--- src/rtl/ser_frame_ctrl.sv ---
// Receive controller for an 11-bit keyboard/keypad serial frame: synchronizes the
// link, steers an external 10-bit shift register (shr10) and validates each frame.
module ser_frame_ctrl #(
    parameter int SYNC_STAGES = 2,
    parameter int TIMEOUT     = 5000
) (
    input  logic       clk,
    input  logic       rst_n,
    input  logic       sclk_in,
    input  logic       sdat_in,
    input  logic [9:0] q,
    output logic       en,
    output logic       si,
    output logic       ld3ff,
    output logic [7:0] data,
    output logic       valid,
    output logic       err
);

    localparam int                CNT_W   = (TIMEOUT > 1) ? $clog2(TIMEOUT) : 1;
    localparam logic [CNT_W-1:0]  CNT_MAX = CNT_W'(TIMEOUT - 1);

    typedef enum logic [2:0] {
        ST_LOAD,
        ST_IDLE,
        ST_SHIFT,
        ST_STOP,
        ST_CHECK
    } state_t;

    state_t                 state_q, state_d;
    logic [SYNC_STAGES-1:0] sclk_sync_q;
    logic [SYNC_STAGES-1:0] sdat_sync_q;
    logic                   sclk_prev_q;
    logic [CNT_W-1:0]       cnt_q, cnt_d;
    logic                   en_q, en_d;
    logic                   si_q, si_d;
    logic                   ld_q, ld_d;
    logic                   valid_q, valid_d;
    logic                   err_q, err_d;
    logic [7:0]             data_q, data_d;
    logic                   stop_q, stop_d;

    logic                   sclk_s;
    logic                   sdat_s;
    logic                   fall;
    logic                   timed_out;
    logic [CNT_W-1:0]       cnt_inc;
    logic                   frame_ok;

    assign sclk_s    = sclk_sync_q[SYNC_STAGES-1];
    assign sdat_s    = sdat_sync_q[SYNC_STAGES-1];
    assign fall      = sclk_prev_q & ~sclk_s;
    assign timed_out = (cnt_q == CNT_MAX);
    // Saturate instead of wrapping so a stalled link can never alias a fresh edge.
    assign cnt_inc   = timed_out ? cnt_q : cnt_q + 1'b1;
    // Odd parity over d7..d0 plus the parity bit, and a high stop bit.
    assign frame_ok  = (^q[9:1]) & stop_q;

    // Synchronizers idle high so reset never looks like a falling serial clock.
    always_ff @(posedge clk or negedge rst_n) begin
        if (!rst_n) begin
            sclk_sync_q <= '1;
            sdat_sync_q <= '1;
            sclk_prev_q <= 1'b1;
        end else begin
            // NOTE: non-blocking assignments let every flop sample the pre-edge value,
            // which is what makes the chain behave as a chain rather than a wire.
            sclk_sync_q[0] <= sclk_in;
            sdat_sync_q[0] <= sdat_in;
            for (int i = 1; i < SYNC_STAGES; i++) begin
                sclk_sync_q[i] <= sclk_sync_q[i-1];
                sdat_sync_q[i] <= sdat_sync_q[i-1];
            end
            sclk_prev_q <= sclk_s;
        end
    end

    always_ff @(posedge clk or negedge rst_n) begin
        if (!rst_n) begin
            state_q <= ST_LOAD;
            cnt_q   <= '0;
            en_q    <= 1'b0;
            si_q    <= 1'b1;
            ld_q    <= 1'b0;
            valid_q <= 1'b0;
            err_q   <= 1'b0;
            data_q  <= 8'h00;
            stop_q  <= 1'b1;
        end else begin
            state_q <= state_d;
            cnt_q   <= cnt_d;
            en_q    <= en_d;
            si_q    <= si_d;
            ld_q    <= ld_d;
            valid_q <= valid_d;
            err_q   <= err_d;
            data_q  <= data_d;
            stop_q  <= stop_d;
        end
    end

    always_comb begin
        // NOTE: every signal gets a default before the case so no path can infer a latch.
        state_d = state_q;
        cnt_d   = '0;
        en_d    = 1'b0;
        si_d    = si_q;
        ld_d    = 1'b0;
        valid_d = 1'b0;
        err_d   = 1'b0;
        data_d  = data_q;
        stop_d  = stop_q;

        unique case (state_q)
            ST_LOAD: begin
                ld_d    = 1'b1;
                state_d = ST_IDLE;
            end
            ST_IDLE: begin
                if (fall && !sdat_s) begin
                    en_d    = 1'b1;
                    si_d    = 1'b0;
                    state_d = ST_SHIFT;
                end
            end
            ST_SHIFT: begin
                cnt_d = fall ? '0 : cnt_inc;
                // The start bit reaching q[0] means all ten frame bits are in.
                if (!q[0]) begin
                    state_d = ST_STOP;
                end else if (fall) begin
                    en_d = 1'b1;
                    si_d = sdat_s;
                end else if (timed_out) begin
                    err_d   = 1'b1;
                    cnt_d   = '0;
                    state_d = ST_LOAD;
                end
            end
            ST_STOP: begin
                cnt_d = fall ? '0 : cnt_inc;
                if (fall) begin
                    stop_d  = sdat_s;
                    state_d = ST_CHECK;
                end else if (timed_out) begin
                    err_d   = 1'b1;
                    cnt_d   = '0;
                    state_d = ST_LOAD;
                end
            end
            ST_CHECK: begin
                if (frame_ok) begin
                    valid_d = 1'b1;
                    data_d  = q[8:1];
                end else begin
                    err_d = 1'b1;
                end
                state_d = ST_LOAD;
            end
            default: state_d = ST_LOAD;
        endcase
    end

    assign en    = en_q;
    assign si    = si_q;
    assign ld3ff = ld_q;
    assign data  = data_q;
    assign valid = valid_q;
    assign err   = err_q;

endmodule

--- config.mk ---
export PLATFORM = sky130hd
export DESIGN_NAME = ser_frame_ctrl
export DESIGN_NICKNAME = d
export VERILOG_FILES = /design/src/rtl/ser_frame_ctrl.sv
export SDC_FILE = /design/constraint.sdc
export NUM_CORES = 1
export LEC_CHECK = 0
export CAP_MARGIN = 15
export CORE_MARGIN = 1
export CORE_UTILIZATION = 35
export DETAILED_ROUTE_END_ITERATION = 8
export SETUP_SLACK_MARGIN = 0.2
export SLEW_MARGIN = 20
export SYNTH_ARGS = -nofsm -noshare
export SYNTH_HDL_FRONTEND = slang
export SYNTH_SLANG_ARGS = --single-unit
--- constraint.sdc ---
create_clock -name clk -period 3.45 [get_ports clk]
set_input_delay 0.345 -clock clk [delete_from_list [all_inputs] [get_ports clk]]
set_output_delay 0.345 -clock clk [all_outputs]
set_load 0.005 [all_outputs]
==> metrics.txt <==
status finished, violations left; failing checks DRC; Resize count post-CTS 0; CP Data Required Time 3.63 ns; pwr/cell area 581 nW/um^2; Reg2Reg Depth 5; HP Start sclk_sync_q[0]; # DRC 10; max-slew violations 0; first-pass GRT wire length 5570 um; Reg-to-Reg Start cnt_q[0]; CP Launch Type primary input; final worst slack 1.21 ns; Clk pin slew, worst setup/hold paths 0.07 ns; Setup Fix Bufs, Post-CTS 0; Die ar. 5030 um^2; top cell type's share of synthesized area 42.2%; largest cells by area after synthesis dfrtp_1, dfstp_2, mux2_4, xor2_1, nor2_1; Initial DRC Count 32; CTS tree done; CORE AREA 4440 um^2; Total Neg Setup Slack 0 ns; register area 885 um^2; Synth Flop Type dfrtp_1; most common cell after layout, fill and taps aside dfrtp_1; Via density 5.14; Sink Count 35; P&R area growth vs syn 25.7%; chip height 70.9 um; number of port buffers 26; All-Layer GR Usage 14.5%; Worst Path Max Fanout 9; max frequency 446 MHz; Root Driver clkbuf_8; First-pass DRT Iterations 6; maximum vdd drop 217 uV; synth unique cells 39; Final Cycle Share 65.0%; Worst-Margin Slew 0.748 ns; most frequent cells in the layout dfrtp_1, clkdlybuf4s50_1, nor2_1, xor2_1; WL final 3060 um; flops & latches, synth 35; clock buffer depth 2; Congestion Overflow GR 0; Final Critical Period 2.24 ns; Final ANT Viol Nets 0; CTS Buf Count 5; Wirelength per Cell 13.8 um; initial core utilization 37.4%; CP Launch Point q[2]; YS warnings 0; Worst slew margin 49.8%; worst min path class flip-flop to flip-flop; ratio of cells with drive above 1 in the final layout 18.9%; RSZ-0062 raised after global routing no; Final nets 183; hold_buf cts 0; clock skew 0.00581 ns; largest net degree at the start of global routing 36; cell taking the most area after synthesis dfrtp_1; Crit. End Element flip-flop; synthesized cell area 1660 um^2; Hold Path Depth 0; top-level port count 27; clk_lat worst skew 0.29 ns; Ant. Diodes 0; Post-synth EDFFs 0; Vias 1,136; placed insts 213; # fillers 398; post-synthesis sequential area ratio 53.2%; Die X 70.9 um; Post-synth ARST share 100%; Synthesized Nets 155; dpl hpwl 2050 um; # setup viols final 0; Rows 24; htree depth 2; synthesized instance count 140; number of global-route vias before repair 1,192; Leakage 0.000883 uW; pre-CTS setup slack 0.915 ns; initial antenna violation count 0; critical path type primary input to flip-flop; Max-Cap Viols 0; routability congestion estimate 0.783; Final Hold Vio Count 0; critical path arrival 2.42 ns; syn avg cell area 11.9 um^2; Multi-input gate area 749 um^2; Finished Layout Cells 221
-- cell type report --
cell class | instances | area share, %
tap | 52 | 3.12
clock buffer | 6 | 3.95
multi-input combinational | 98 | 35.9
timing repair buffer | 27 | 12.8
clock inverter | 2 | 1.68
sequential | 35 | 42.4
inverter | 1 | 0.180
-- final timing paths --
| path | to | slack (ns) |
|---|---|---|
| min in group asynchronous | data[0] | 0.46 |
| max in group asynchronous | si | 2.65 |
| setup reg to reg | cnt_q[6] | 1.23 |
| hold reg to reg | sclk_sync_q[1] | 0.36 |
| hold / removal | sclk_sync_q[1] | 0.36 |
| setup / recovery | data[7] | 1.21 |
-- power by group --
part,switching (uW),internal (uW)
combinational,125,166
clock,147,234
sequential,57.3,484
-- registers in the layout (all words and copies together) (netlist names) --
| register | cells |
|---|---|
| cnt_q | 13 |
| sclk_prev_q | 1 |
| sclk_sync_q | 2 |
| data | 8 |
| sdat_sync_q | 2 |
| state_q | 3 |
| si | 1 |
| ld3ff | 1 |
| en | 1 |
| err | 1 |
| stop_q | 1 |
| valid | 1 |
-- logic make-up (layout without fill, tap and decap cells) --
kind of cell / after synthesis / in the layout / share of synthesized area (%)
buf+inv: 7 / 36 / 1.66
mux: 12 / 12 / 10.5
flops: 35 / 35 / 53.2
compound gates: 14 / 14 / 5.12
xor+xnor: 15 / 15 / 9.64
simple gates: 56 / 56 / 19.1
fa+ha+maj: 1 / 1 / 0.753
-- synth_stat cells, types with 3 or more instances --
master,n
nand2b_1,3
xor2_1,10
dfstp_2,7
clkbuf_1,5
and2_1,3
nor3_1,3
dfrtp_1,28
a21oi_1,7
nand2_1,8
xnor2_1,3
nor2_1,15
mux2_4,8
nand4_1,7
-- per-stage QoR --
step           utilization, %  instance area, um^2  hold WS [ns]  power, uW
2_1_floorplan               -                 1660        0.0494        720
3_3_place_gp             44.3                 1970         0.346        834
3_5_place_dp             44.3                 1970         0.347        843
4_1_cts                  47.0                 2090         0.357       1230
5_1_grt                  47.0                 2090         0.358       1290
6_report                 47.0                 2090         0.356       1210
-- routing by layer --
layer,global-route usage [%],part of all wire [%],up-vias
met4,7.78,2.0,0
li1,-,-,539
met1,16.5,42,558
met2,23.9,49,32
met3,5.13,7.0,7
met5,0,0,-
-- worst max-delay path, cell delays in order --
cell and delay (ns):
clkdlybuf4s50_1 0.50, xor3_1 0.47, or3_4 0.35, mux2i_4 0.41
mux2_4 0.35
Note: power is estimated with default switching activity, not from simulation.
